[config.mk]
export PLATFORM = sky130hd
export DESIGN_NAME = wb_port_arbiter
export DESIGN_NICKNAME = d
export VERILOG_FILES = /design/src/rtl/wb_port_arbiter.sv
export SDC_FILE = /design/constraint.sdc
export NUM_CORES = 1
export LEC_CHECK = 0
export ABC_AREA = 1
export CORE_MARGIN = 1
export CORE_UTILIZATION = 40
export DETAILED_ROUTE_END_ITERATION = 10
export PLACE_DENSITY = 0.9
export SLEW_MARGIN = 0
export SYNTH_ARGS = -nofsm -noshare
export SYNTH_HDL_FRONTEND = slang
export SYNTH_SLANG_ARGS = --single-unit
[constraint.sdc]
create_clock -name clk -period 1.6 [get_ports clk]
set_input_delay 0.16 -clock clk [delete_from_list [all_inputs] [get_ports clk]]
set_output_delay 0.16 -clock clk [all_outputs]
set_load 0.005 [all_outputs]
[src/rtl/wb_port_arbiter.sv]
`default_nettype none
// ============================================================================
// wb_port_arbiter: shares the register-file write port between MEM/WB and a multi-cycle unit,
// forcing a one-cycle pipe stall after STARVE_LIMIT blocked cycles. Option: WB_ARB_STATS_EN. Rev 1.0
// ============================================================================
module wb_port_arbiter #(
  parameter int XLEN         = 64,
  parameter int STARVE_LIMIT = 4
) (
  input  logic            clk,
  input  logic            reset,
  input  logic            pipe_regwrite,
  input  logic [4:0]      pipe_rd,
  input  logic [XLEN-1:0] pipe_wdata,
  input  logic            mc_valid,
  input  logic [4:0]      mc_rd,
  input  logic [XLEN-1:0] mc_wdata,
  output logic            mc_ready,
  output logic            pipe_stall,
  output logic            rf_we,
  output logic [4:0]      rf_rd,
  output logic [XLEN-1:0] rf_wdata
`ifdef WB_ARB_STATS_EN
  ,
  output logic [31:0]     stat_mc_grants,
  output logic [31:0]     stat_force_stalls
`endif
);

  localparam logic [0:0] ST_NORMAL = 1'b0;
  localparam logic [0:0] ST_FORCE  = 1'b1;
  localparam logic [3:0] LIMIT_M1  = 4'(STARVE_LIMIT - 1);

  logic [0:0]      state;
  logic [0:0]      state_nxt;
  logic [3:0]      starve_cnt;
  logic [3:0]      starve_cnt_nxt;
  logic            pipe_live;
  logic            grant_pipe;
  logic            mc_grant;
  logic            mc_accept;
  logic            blocked;
  logic            wr_en;
  logic [4:0]      wr_rd;
  logic [XLEN-1:0] wr_wdata;

  assign pipe_live = pipe_regwrite && (pipe_rd != 5'd0);

  always_ff @(posedge clk or negedge reset) begin
    if (!reset) begin
      state <= ST_NORMAL;
    end else begin
      state <= state_nxt;
    end
  end

  always_comb begin
    state_nxt = state;
    case (state)
      ST_NORMAL: if (blocked && (starve_cnt == LIMIT_M1)) state_nxt = ST_FORCE;
      ST_FORCE:  state_nxt = ST_NORMAL;
      default:   state_nxt = ST_NORMAL;
    endcase
  end

  always_comb begin
    pipe_stall = 1'b0;
    grant_pipe = 1'b0;
    mc_grant   = 1'b0;
    case (state)
      ST_NORMAL: begin
        if (pipe_live) grant_pipe = 1'b1;
        else           mc_grant   = mc_valid;
      end
      ST_FORCE: begin
        pipe_stall = 1'b1;
        mc_grant   = mc_valid;
      end
      default: ;
    endcase
  end

  // mc_ready is gated directly by reset so a waiting unit never sees an accept during reset
  assign mc_ready  = mc_grant & reset;
  assign mc_accept = mc_valid & mc_grant;
  assign blocked   = mc_valid & ~mc_grant;

  always_comb begin
    starve_cnt_nxt = starve_cnt;
    if ((state == ST_FORCE) || mc_accept) begin
      starve_cnt_nxt = 4'd0;
    end else if (blocked) begin
      starve_cnt_nxt = (starve_cnt == LIMIT_M1) ? 4'd0 : starve_cnt + 4'd1;
    end
  end

  always_ff @(posedge clk or negedge reset) begin
    if (!reset) begin
      starve_cnt <= 4'd0;
    end else begin
      starve_cnt <= starve_cnt_nxt;
    end
  end

  // mc results addressed to x0 are accepted but never written
  assign wr_en    = grant_pipe | (mc_accept & (mc_rd != 5'd0));
  assign wr_rd    = grant_pipe ? pipe_rd : mc_rd;
  assign wr_wdata = grant_pipe ? pipe_wdata : mc_wdata;

  always_ff @(posedge clk or negedge reset) begin
    if (!reset) begin
      rf_we    <= 1'b0;
      rf_rd    <= 5'd0;
      rf_wdata <= '0;
    end else begin
      rf_we <= wr_en;
      if (wr_en) begin
        rf_rd    <= wr_rd;
        rf_wdata <= wr_wdata;
      end
    end
  end

`ifdef WB_ARB_STATS_EN
  always_ff @(posedge clk or negedge reset) begin
    if (!reset) begin
      stat_mc_grants    <= 32'd0;
      stat_force_stalls <= 32'd0;
    end else begin
      if (mc_accept)         stat_mc_grants    <= stat_mc_grants + 32'd1;
      if (state == ST_FORCE) stat_force_stalls <= stat_force_stalls + 32'd1;
    end
  end
`endif

endmodule
`default_nettype wire

Yosys cells after proc, flatten, opt, wreduce, memory -nomap -nowiden
Index checks and enable logic that the tools add are counted.
{ "word_totals": {"romBits": 0, "mem_bits_rw": 0, "out_inout_bits": 72, "elab_cells": 32, "latch_bits": 0, "n_memories": 0, "ff_bits": 75} }
{ "classes": {"n_shift": 0, "n_addsub": 1, "n_eq_ne": 1, "n_div": 0, "bitwise": 7, "n_reduce_logical": 6, "n_mul": 0, "n_mux": 12, "magnitude_cmp": 0} }
{ "ops": {"columns": ["cell", "n"], "rows": [
  ["64-bit two-way mux", 1],
  ["4-bit two-way mux", 3],
  ["5-bit nonzero test", 2],
  ["1-bit two-way mux", 5],
  ["5-bit two-way mux", 1],
  ["4-bit by 1-bit adder with 4-bit output, second input constant", 1],
  ["1-bit AND", 4],
  ["4-bit by 2-bit == test with 1-bit output, second input constant", 1],
  ["1-bit one-hot mux with 2 select lines", 2],
  ["1-bit logical AND", 2],
  ["1-bit NOT", 2],
  ["2-bit nonzero test", 1],
  ["1-bit logical OR", 1],
  ["1-bit bitwise OR", 1]
]} }

Logic depth before layout (Yosys ltp)
Gate-level depths: netlist (run 1).
{ "logic_depth": {"word_depth": 9, "ltp_mapped": 9} }

Worst setup path after synthesis (run 1)
No wires, ideal clock.
{ "synth_timing": {"kind": "reg2reg", "from": "register state", "to": "register rf_wdata[23]", "slack_ns": 0.341, "setup_ns": 0.117, "arrival_time_ns": 1.141, "path_stages_with_launch": 7, "path_cell_list": "dfrtp_1 -> nor2_4 -> buf_2 -> buf_2 -> nand3b_1 -> nand3_1 -> nand2_1"} }
{ "synth_via": {"elab_chain_len": 5, "elab_cells_between_ends": 7, "cone_classes": "mux (3); bitwise (4)"} }
{ "synth_rtl": {"columns": ["item", "line", "rtl"], "rows": [
  ["from (decl)", "34", "logic [0:0] state;"],
  ["from (signal assigned)", "53", "state <= state_nxt;"],
  ["1-bit NOT", "70", "case (state)"],
  ["1-bit one-hot mux with 2 select lines", "70", null],
  ["1-bit AND", "85", "assign mc_accept = mc_valid & mc_grant;"],
  ["1-bit AND", "106", "assign wr_en = grant_pipe | (mc_accept & (mc_rd != 5'd0));"],
  ["1-bit bitwise OR", "106", null],
  ["to (signal assigned)", "119", "rf_wdata <= wr_wdata;"],
  ["to (decl)", "22", "output logic [XLEN-1:0] rf_wdata"]
]} }
Parallel ways exist; a longest one is shown, timed or not.
A chain may end at the register's enable or synchronous reset.

Final worst setup path (run 1)
{ "layout_timing": {"from": "register state", "to": "output port mc_ready"} }
{ "layout_via": {"elab_chain_len": 3} }
{ "layout_rtl": {"columns": ["item", "line", "rtl"], "rows": [
  ["1-bit NOT", "70", null],
  ["1-bit one-hot mux with 2 select lines *", "70", null],
  ["1-bit AND *", "84", "assign mc_ready = mc_grant & reset;"],
  ["to (decl)", "18", "output logic mc_ready,"]
]} }
Mark *: on every way between the ends. The rest lies on a longest branch, timed or not.

==> out/qor.json, run 1 <==
{
  "status": {
    "status": "finished clean"
  },
  "synth": {
    "post_synth.cell_area_avg_um2": 7.427,
    "post_synth_instance_area_um2": 4159,
    "synth_ff_type": "dfrtp_1",
    "netlist_top_cells_count": "nand2_1, dfrtp_1, inv_1",
    "synth_nets": 703,
    "synth-edff-count": 0,
    "synth_top_area_cells": "dfrtp_1, nand2_1, nand3b_1",
    "instance_count_of_the_mapped_netlist": 560,
    "yosys_register_bits": 75,
    "ys.warnings.count": 0,
    "proportion_of_synthesized_flip_flops_having_asynchronous_set_or_reset_pct": 100.0,
    "share_of_the_synthesized_area_in_the_top_cell_type_pct": 45.13,
    "top_count_cell_post_synth": "nand2_1",
    "synth_cell_types": 20,
    "ys_seq_area_share_pct": 45.13,
    "synth_top_area_cell": "dfrtp_1"
  },
  "final_layout": {
    "diodes": 0,
    "final_layout_size_suffix_gt1_share_pct": 5.325,
    "final_area_um2": 6703,
    "design.final.nets": 909,
    "area_growth_pct": 61.16,
    "layoutNonFillerInstCount": 903
  },
  "worst_setup_path": {
    "critical_path_arrival_ns": 1.37,
    "start_kind": "flop",
    "critical_path_buf_inv_count": 1,
    "timing.critical_path.to_type": "primary output",
    "critical_path.top_delay_family": "flip-flops",
    "timing.critical_path.fanout_max": 3,
    "critical_path.cell_chain": "nor2_4, nand2_2, and3_1, dlygate4sd2_1",
    "worst_setup_path_startpoint": "state",
    "setup.worst_path.class": "flop to primary output",
    "cpPeakStageDelay_ns": 0.42,
    "critical_path.reg2reg.startpoint": "state",
    "crit_path_top_delay_cell": "dfrtp_1",
    "worst_ep_required_time_ns": 1.44
  },
  "power": {
    "finalPower_mw": 5.329,
    "power.density_cell_area_nw_per_um2": 795.1,
    "peakVddDrop_v": 0.0004996,
    "netSwitchingPower_mw": 1.392,
    "clkPwrFrac_pct": 29.4,
    "p_seq_share_pct": 42.2,
    "power_report.internal_total_mw": 3.938,
    "total_leakage_power_nw": 3.293,
    "power.combinational.fraction_pct": 28.4,
    "power.switching_fraction_pct": 26.11
  },
  "floorplanning": {
    "core-area_um2": 9910,
    "floorplan.io_pins": 214,
    "fp.dieW_um": 104.0,
    "initial_core_util_pct": 41.97,
    "std_cell_rows": 36,
    "die-area_um2": 10810,
    "chipHeight_um": 104.0
  },
  "place": {
    "post-dp-hpwl_um": 9565,
    "placed_cells_incl_taps": 886,
    "port_buffers": 213,
    "postPlaceCellArea_um2": 6467,
    "finalWeightedCongestion": 0.9125
  },
  "grt": {
    "grt_pass1_wl_um": 21200,
    "grt_antenna_before_repair": 0,
    "grt_start_max_net_pins": 76,
    "grt_util_all_layers_pct": 24.20,
    "global_route_congestion_overflow_total": 0,
    "first_global_vias": 4507
  },
  "timing": {
    "max_slew_headroom_pct": 73.94,
    "finClkSkew_ns": 0.005391,
    "worst_slew_pin_slew_ns": 0.3909,
    "rsz_0062_raised_after_global_routing": "no",
    "clock.fmax_mhz": 651.8,
    "timing.final.max_slew_violations": 0,
    "layout_min_cycle_time_ns": 1.534,
    "hold_viol_final": 0,
    "timing.final.setup_violations": 0,
    "final_cycle_utilization_of_the_critical_path_pct": 95.89
  },
  "min_path": {
    "min-delay-start": "pipe_rd[0]",
    "min_path_type": "primary input to flop"
  },
  "cts": {
    "cts.sinks": 75,
    "cts-htree-levels": 3,
    "numCtsBuffers": 9,
    "cts_tree": "built",
    "cts_buffer_depth": 2,
    "clk_root_buffer_cell": "clkbuf_8",
    "clock_input_transition_at_the_sequential_cells_of_the_worst_setup_and_hold_paths_ns": 0.07,
    "clkLatencyLatePin_ns": 0.33
  },
  "detailed_routing": {
    "route.final.wire_length_um": 12920,
    "route.antenna.remaining_nets": 0,
    "detail_route.iter0.violations": 294,
    "dr.pass1.iters": 7,
    "route.detailed.vias_per_inst": 4.914,
    "drc_errors": 0,
    "wire_per_inst_um": 14.30,
    "vias": 4437
  },
  "flow_run": {
    "drv_cap": 0
  }
}
==> cell usage in the layout (no fill, tap or decap), drive strengths merged <==
master / count
nand3b: 66
nand3: 74
dlygate4sd3: 1
ha: 1
bufinv: 2
nor3: 1
xor2: 2
clkdlybuf4s50: 210
inv: 76
dlygate4sd2: 2
nand2: 216
o21ai: 5
clkinv: 2
nor2: 6
buf: 18
clkbuf: 10
and3: 1
clkinvlp: 1
dfrtp: 75
or2: 1
==> through the flow <==
stage / utilization (%) / worst slack (ns) / hold WS, ns / setup TNS (ns)
floorplan: - / 0.3412 / -0.1356 / 0
global placement: 65.27 / -0.1765 / 0.2702 / -6.238
detailed placement: 65.27 / -0.2344 / 0.2778 / -13.15
CTS: 67.64 / 0.03956 / 0.2310 / 0
global route: 67.64 / 0.005030 / 0.2616 / 0
finish: 67.64 / 0.06571 / 0.2654 / 0
==> what timing repair did <==
item,in CTS,in global routing
buffers inserted,1,0
setup endpoints to repair,1,0
hold buffers,1,0
resized for setup,4,0
endpoints found under the hold margin,75,0
==> cell families (layout without fill, tap and decap cells) <==
family / Yosys count / in the layout / share of synthesized area [%]
AND/OR/NAND/NOR: 365 / 365 / 41.58
buffers and inverters: 112 / 322 / 11.97
flip-flops: 75 / 75 / 45.13
AO/OA/AOI/OAI: 5 / 5 / 0.6016
XOR/XNOR: 2 / 2 / 0.4213
adder cells (fa/ha/maj): 1 / 1 / 0.3008
==> sequential cells by signal, indices dropped and copies added (netlist names) <==
name,count
rf_wdata,64
rf_rd,5
starve_cnt,4
rf_we,1
state,1
==> power by group through the flow <==
stage               clock, mW  sequential, mW  combinational (mW)
floorplan                   0            2.29               0.510
detailed placement          0            2.28                1.52
global placement            0            2.27                1.47
CTS                      1.61            2.25                1.53
finish                   1.56            2.25                1.52
global route             1.70            2.28                1.65
==> metal layers <==
metal	GRT usage (%)	wire length (um)	vias up
li1	-	-	2140
met1	28.30	5308	2086
met2	43.76	6578	182
met3	3.822	700	29
met4	10.20	328	0
met5	0	0	-
==> worst paths after layout <==
check                           slack, ns  cells after the start       endpoint
min in group asynchronous            0.46                      3   rf_wdata[16]
max in group asynchronous            0.84                      3  starve_cnt[2]
worst min-delay path                 0.27                      3       rf_rd[0]
worst max-delay path                 0.07                      4       mc_ready
worst min register to register       0.48                      2   rf_wdata[61]
worst max register to register       0.17                      8   rf_wdata[11]
==> tightest hold or removal path, delay by kind of cell <==
family / cells / cell delay (ns)
buffers and inverters: 1 / 0.25
AND/OR/NAND/NOR: 2 / 0.15
==> layout make-up <==
| type | count | area, um^2 |
|---|---|---|
| Clock buffer | 10 | 137.6 |
| Clock inverter | 5 | 77.57 |
| Fill cell | 812 | 3207 |
| Inverter | 76 | 285.3 |
| Multi-Input combinational cell | 373 | 1794 |
| Sequential cell | 75 | 1877 |
| Tap cell | 133 | 166.4 |
| Timing Repair Buffer | 231 | 2365 |
Note: power is estimated with default switching activity, not from simulation.
==> inputs of run 2 (changes only) <==
--- a/config.mk
+++ b/config.mk
@@ -5,11 +5,11 @@
 export SDC_FILE = /design/constraint.sdc
 export NUM_CORES = 1
 export LEC_CHECK = 0
-export ABC_AREA = 1
 export CORE_MARGIN = 1
 export CORE_UTILIZATION = 40
+export CTS_BUF_LIST = sky130_fd_sc_hd__clkbuf_8
 export DETAILED_ROUTE_END_ITERATION = 10
-export PLACE_DENSITY = 0.9
+export PLACE_DENSITY = 0.91
 export SLEW_MARGIN = 0
 export SYNTH_ARGS = -nofsm -noshare
 export SYNTH_HDL_FRONTEND = slang
==> out/qor.json, run 2 <==
{
  "synth": {
    "share_of_the_synthesized_area_in_the_top_cell_type": {"value": 48.09, "unit": "%", "change": "was 45.13%"},
    "ys_seq_area_share": {"value": 48.09, "unit": "%", "change": "was 45.13%"},
    "synth_ff_type": {"value": "dfrtp_1", "change": "unchanged"},
    "top_count_cell_post_synth": {"value": "nand2_1", "change": "unchanged"},
    "synth-edff-count": {"value": 0, "change": "unchanged"},
    "ys.warnings.count": {"value": 0, "change": "unchanged"},
    "synth_nets": {"value": 558, "change": "was 703"},
    "proportion_of_synthesized_flip_flops_having_asynchronous_set_or_reset": {"value": 100.0, "unit": "%", "change": "unchanged"},
    "synth_top_area_cells": {"value": "dfrtp_1, nand2_1, nor3_2", "change": "was dfrtp_1, nand2_1, nand3b_1"},
    "yosys_register_bits": {"value": 75, "change": "unchanged"},
    "post_synth.cell_area_avg": {"value": 9.404, "unit": "um^2", "change": "was 7.427 um^2"},
    "instance_count_of_the_mapped_netlist": {"value": 415, "change": "was 560"},
    "post_synth_instance_area": {"value": 3902, "unit": "um^2", "change": "was 4159 um^2"},
    "synth_top_area_cell": {"value": "dfrtp_1", "change": "unchanged"},
    "synth_cell_types": {"value": 36, "change": "was 20"},
    "netlist_top_cells_count": {"value": "nand2_1, dfrtp_1, a31oi_1", "change": "was nand2_1, dfrtp_1, inv_1"}
  },
  "grt": {
    "grt_start_max_net_pins": {"value": 76, "change": "unchanged"},
    "global_route_congestion_overflow_total": {"value": 0, "change": "unchanged"},
    "grt_antenna_before_repair": {"value": 1, "change": "was 0"},
    "grt_pass1_wl": {"value": 22040, "unit": "um", "change": "was 21,200 um"},
    "grt_util_all_layers": {"value": 28.13, "unit": "%", "change": "was 24.20%"},
    "first_global_vias": {"value": 4450, "change": "was 4,507"}
  },
  "final_layout": {
    "largest_register": {"value": "rf_wdata", "change": "unchanged"},
    "most-common-layout-cells": {"value": "clkdlybuf4s50_1, nand2_1, dfrtp_1, a31oi_1, nor3_2", "change": "was nand2_1, clkdlybuf4s50_1, inv_1, dfrtp_1, nand3_1"},
    "largest_register_ff_count": {"value": 64, "change": "unchanged"},
    "mostFrequentLayoutCell": {"value": "clkdlybuf4s50_1", "change": "was nand2_1"},
    "design.final.nets": {"value": 800, "change": "was 909"},
    "final_area": {"value": 7084, "unit": "um^2", "change": "was 6703 um^2"},
    "final_layout_size_suffix_gt1_share": {"value": 23.00, "unit": "%", "change": "was 5.325%"},
    "sequential_cell_area_in_the_final_layout": {"value": 1877, "unit": "um^2", "change": "unchanged"},
    "layout_utilization": {"value": 75.95, "unit": "%", "change": "was 67.64%"},
    "reg_top3": {"value": "rf_wdata (64), rf_rd (5), starve_cnt (4)", "change": "unchanged"},
    "final.fill_count": {"value": 610, "change": "was 812"},
    "multi_input_area": {"value": 1992, "unit": "um^2", "change": "was 1794 um^2"},
    "area_growth": {"value": 81.53, "unit": "%", "change": "was 61.16%"}
  },
  "power": {
    "peakVddDrop": {"value": 0.0004223, "unit": "V", "change": "was 0.0004996 V"},
    "total_leakage_power": {"value": 2.873, "unit": "nW", "change": "was 3.293 nW"},
    "finalPower": {"value": 5.491, "unit": "mW", "change": "was 5.329 mW"},
    "power.density_cell_area": {"value": 775.0, "unit": "nW/um^2", "change": "was 795.1 nW/um^2"}
  },
  "worst_setup_path": {
    "critical_path_arrival": {"value": 1.78, "unit": "ns", "change": "was 1.37 ns"},
    "timing.critical_path.fanout_max": {"value": 10, "change": "was 3"},
    "cpPeakStageDelay": {"value": 0.42, "unit": "ns", "change": "about the same"},
    "critical_path.top_delay_family": {"value": "buffers and inverters", "change": "was flip-flops"},
    "timing.critical_path.to_type": {"value": "flop", "change": "was primary output"},
    "setup.worst_path.class": {"value": "primary input to flop", "change": "was flop to primary output"},
    "crit_path_top_delay_cell": {"value": "or3_4", "change": "was dfrtp_1"},
    "cpMostUsedCell": "buf_6",
    "start_kind": {"value": "primary input", "change": "was flop"},
    "worst_ep_required_time": {"value": 1.80, "unit": "ns", "change": "was 1.44 ns"},
    "critical_path_buf_inv_count": {"value": 4, "change": "was 1"},
    "critical_path.cell_chain": {"value": "dlygate4sd2_1, or3_4, buf_6, o21a_4, buf_6, buf_16, nor3_4, a31oi_1", "change": "was nor2_4, nand2_2, and3_1, dlygate4sd2_1"}
  },
  "cts": {
    "clk_root_buffer_cell": {"value": "clkbuf_8", "change": "unchanged"},
    "holdBufCountCts": {"value": 0, "change": "was 1"},
    "cts_tree": {"value": "built", "change": "unchanged"},
    "cts-htree-levels": {"value": 3, "change": "unchanged"},
    "clock_input_transition_at_the_sequential_cells_of_the_worst_setup_and_hold_paths": {"value": 0.08, "unit": "ns", "change": "was 0.07 ns"},
    "cts_buffer_depth": {"value": 2, "change": "unchanged"},
    "clkLatencyLatePin": {"value": 0.33, "unit": "ns", "change": "about the same"},
    "cts.sinks": {"value": 75, "change": "unchanged"},
    "numCtsBuffers": {"value": 9, "change": "unchanged"}
  },
  "timing": {
    "clock.fmax": {"value": 629.5, "unit": "MHz", "change": "was 651.8 MHz"},
    "final.hold.worst_slack": {"value": 0.07250, "unit": "ns", "change": "was 0.2654 ns"},
    "finClkSkew": {"value": 0.006732, "unit": "ns", "change": "was 0.005391 ns"},
    "max_slew_headroom": {"value": 34.58, "unit": "%", "change": "was 73.94%"},
    "finalWorstSetupSlack": {"value": 0.01150, "unit": "ns", "change": "was 0.06571 ns"},
    "timing.final.setup_violations": {"value": 0, "change": "unchanged"},
    "hold_viol_final": {"value": 0, "change": "unchanged"},
    "final_cycle_utilization_of_the_critical_path": {"value": 99.28, "unit": "%", "change": "was 95.89%"},
    "rsz_0062_raised_after_global_routing": {"value": "yes", "change": "was no"},
    "worst_slew_pin_slew": {"value": 0.9814, "unit": "ns", "change": "was 0.3909 ns"},
    "layout_min_cycle_time": {"value": 1.589, "unit": "ns", "change": "was 1.534 ns"},
    "timing.final.max_slew_violations": {"value": 0, "change": "unchanged"}
  },
  "detailed_routing": {
    "route.antenna.remaining_nets": {"value": 0, "change": "unchanged"},
    "route.detailed.vias_per_inst": {"value": 5.442, "change": "was 4.914"},
    "dr.pass1.iters": {"value": 5, "change": "was 7"},
    "route.final.wire_length": {"value": 15360, "unit": "um", "change": "was 12,920 um"},
    "wire_per_inst": {"value": 19.41, "unit": "um", "change": "was 14.30 um"},
    "drc_errors": {"value": 0, "change": "unchanged"},
    "detail_route.iter0.violations": {"value": 233, "change": "was 294"},
    "vias": {"value": 4305, "change": "was 4,437"}
  },
  "place": {
    "finalWeightedCongestion": {"value": 0.7803, "change": "was 0.9125"},
    "place_ws": {"value": -0.5556, "unit": "ns", "change": "was -0.2344 ns"},
    "port_buffers": {"value": 213, "change": "unchanged"},
    "postPlaceCellArea": {"value": 6292, "unit": "um^2", "change": "was 6467 um^2"},
    "post-dp-hpwl": {"value": 9552, "unit": "um", "change": "was 9565 um"}
  },
  "floorplanning": {
    "std_cell_rows": {"value": 35, "change": "was 36"},
    "core-area": {"value": 9328, "unit": "um^2", "change": "was 9910 um^2"},
    "fp.dieW": {"value": 100.8, "unit": "um", "change": "was 104.0 um"},
    "floorplan.io_pins": {"value": 214, "change": "unchanged"},
    "initial_core_util": {"value": 41.84, "unit": "%", "change": "was 41.97%"},
    "die-area": {"value": 10160, "unit": "um^2", "change": "was 10,810 um^2"},
    "chipHeight": {"value": 100.8, "unit": "um", "change": "was 104.0 um"}
  },
  "flow_run": {
    "drv_cap": {"value": 0, "change": "unchanged"}
  },
  "min_path": {
    "min_path_type": {"value": "primary input to async pin", "change": "was primary input to flop"}
  },
  "status": {
    "status": {"value": "finished clean", "change": "unchanged"}
  }
}
run 2: stage by stage:
stage	instances	setup TNS [ns]
global placement	751	-32.44
finish	791	0
CTS	781	-0.2689
global route	791	-0.1808
floorplan	415	0
detailed placement	751	-35.34
run 2: worst register-to-register path, cell delays in order, from the launching register on:
cell and delay [ns]:
dfrtp_1 0.39, and2b_2 0.29, o21a_4 0.26, buf_12 0.15, buf_16 0.13, nand2_1 0.07, a31oi_1 0.20
run 2: what timing repair did:
item,4_1_cts,5_1_grt
pin swaps,3,10
endpoints found under the setup margin,71,60
gates resized for setup,39,17
buffers inserted,9,1
cloned,6,8
run 2: kinds of logic after synthesis:
group	count (synthesis)	synth area share, %
AND/OR/NAND/NOR	213	28.60
adder cells (fa/ha/maj)	1	0.3206
AO/OA/AOI/OAI	85	16.58
buffers and inverters	41	6.412
flip-flops	75	48.09
run 2: final cells by class:
cell class                      count  share of cell area [%]
Inverter                            4                  0.2119
Multi-Input combinational cell    301                   28.12
Sequential cell                    75                   26.49
Antenna cell                        1                 0.03532
Clock inverter                      6                  0.8301
Tap cell                          129                   2.278
Clock buffer                        9                   1.749
Timing Repair Buffer              266                   40.29
run 2: path summary, 6_finish.rpt:
check | start | end | slack [ns] | cells past startpoint
max | pipe_rd[2] | rf_wdata[21] | 0.01 | 8
min | reset | rf_wdata[38] | 0.07 | 2
max reg2reg | state | rf_wdata[18] | 0.01 | 6
min reg2reg | rf_rd[0] | rf_rd[0] | 0.51 | 2
max in group asynchronous | reset | rf_wdata[22] | 0.88 | 2
min in group clk | pipe_rd[1] | rf_rd[1] | 0.13 | 3
run 2: routing by layer:
layer / GRT usage [%] / part of all wire [%] / routed length (um)
met1: 32.32 / 38 / 5860
met2: 49.89 / 52 / 7922
met3: 5.895 / 6.4 / 987
met4: 13.49 / 3.8 / 585
met5: 0 / 0 / 0
run 2: power by group:
| group | leakage (nW) | internal, mW | switching, mW | total [mW] |
|---|---|---|---|---|
| clock | 0.0923 | 0.702 | 0.695 | 1.40 |
| combinational | 1.90 | 1.09 | 0.723 | 1.81 |
| sequential | 0.879 | 2.11 | 0.169 | 2.28 |
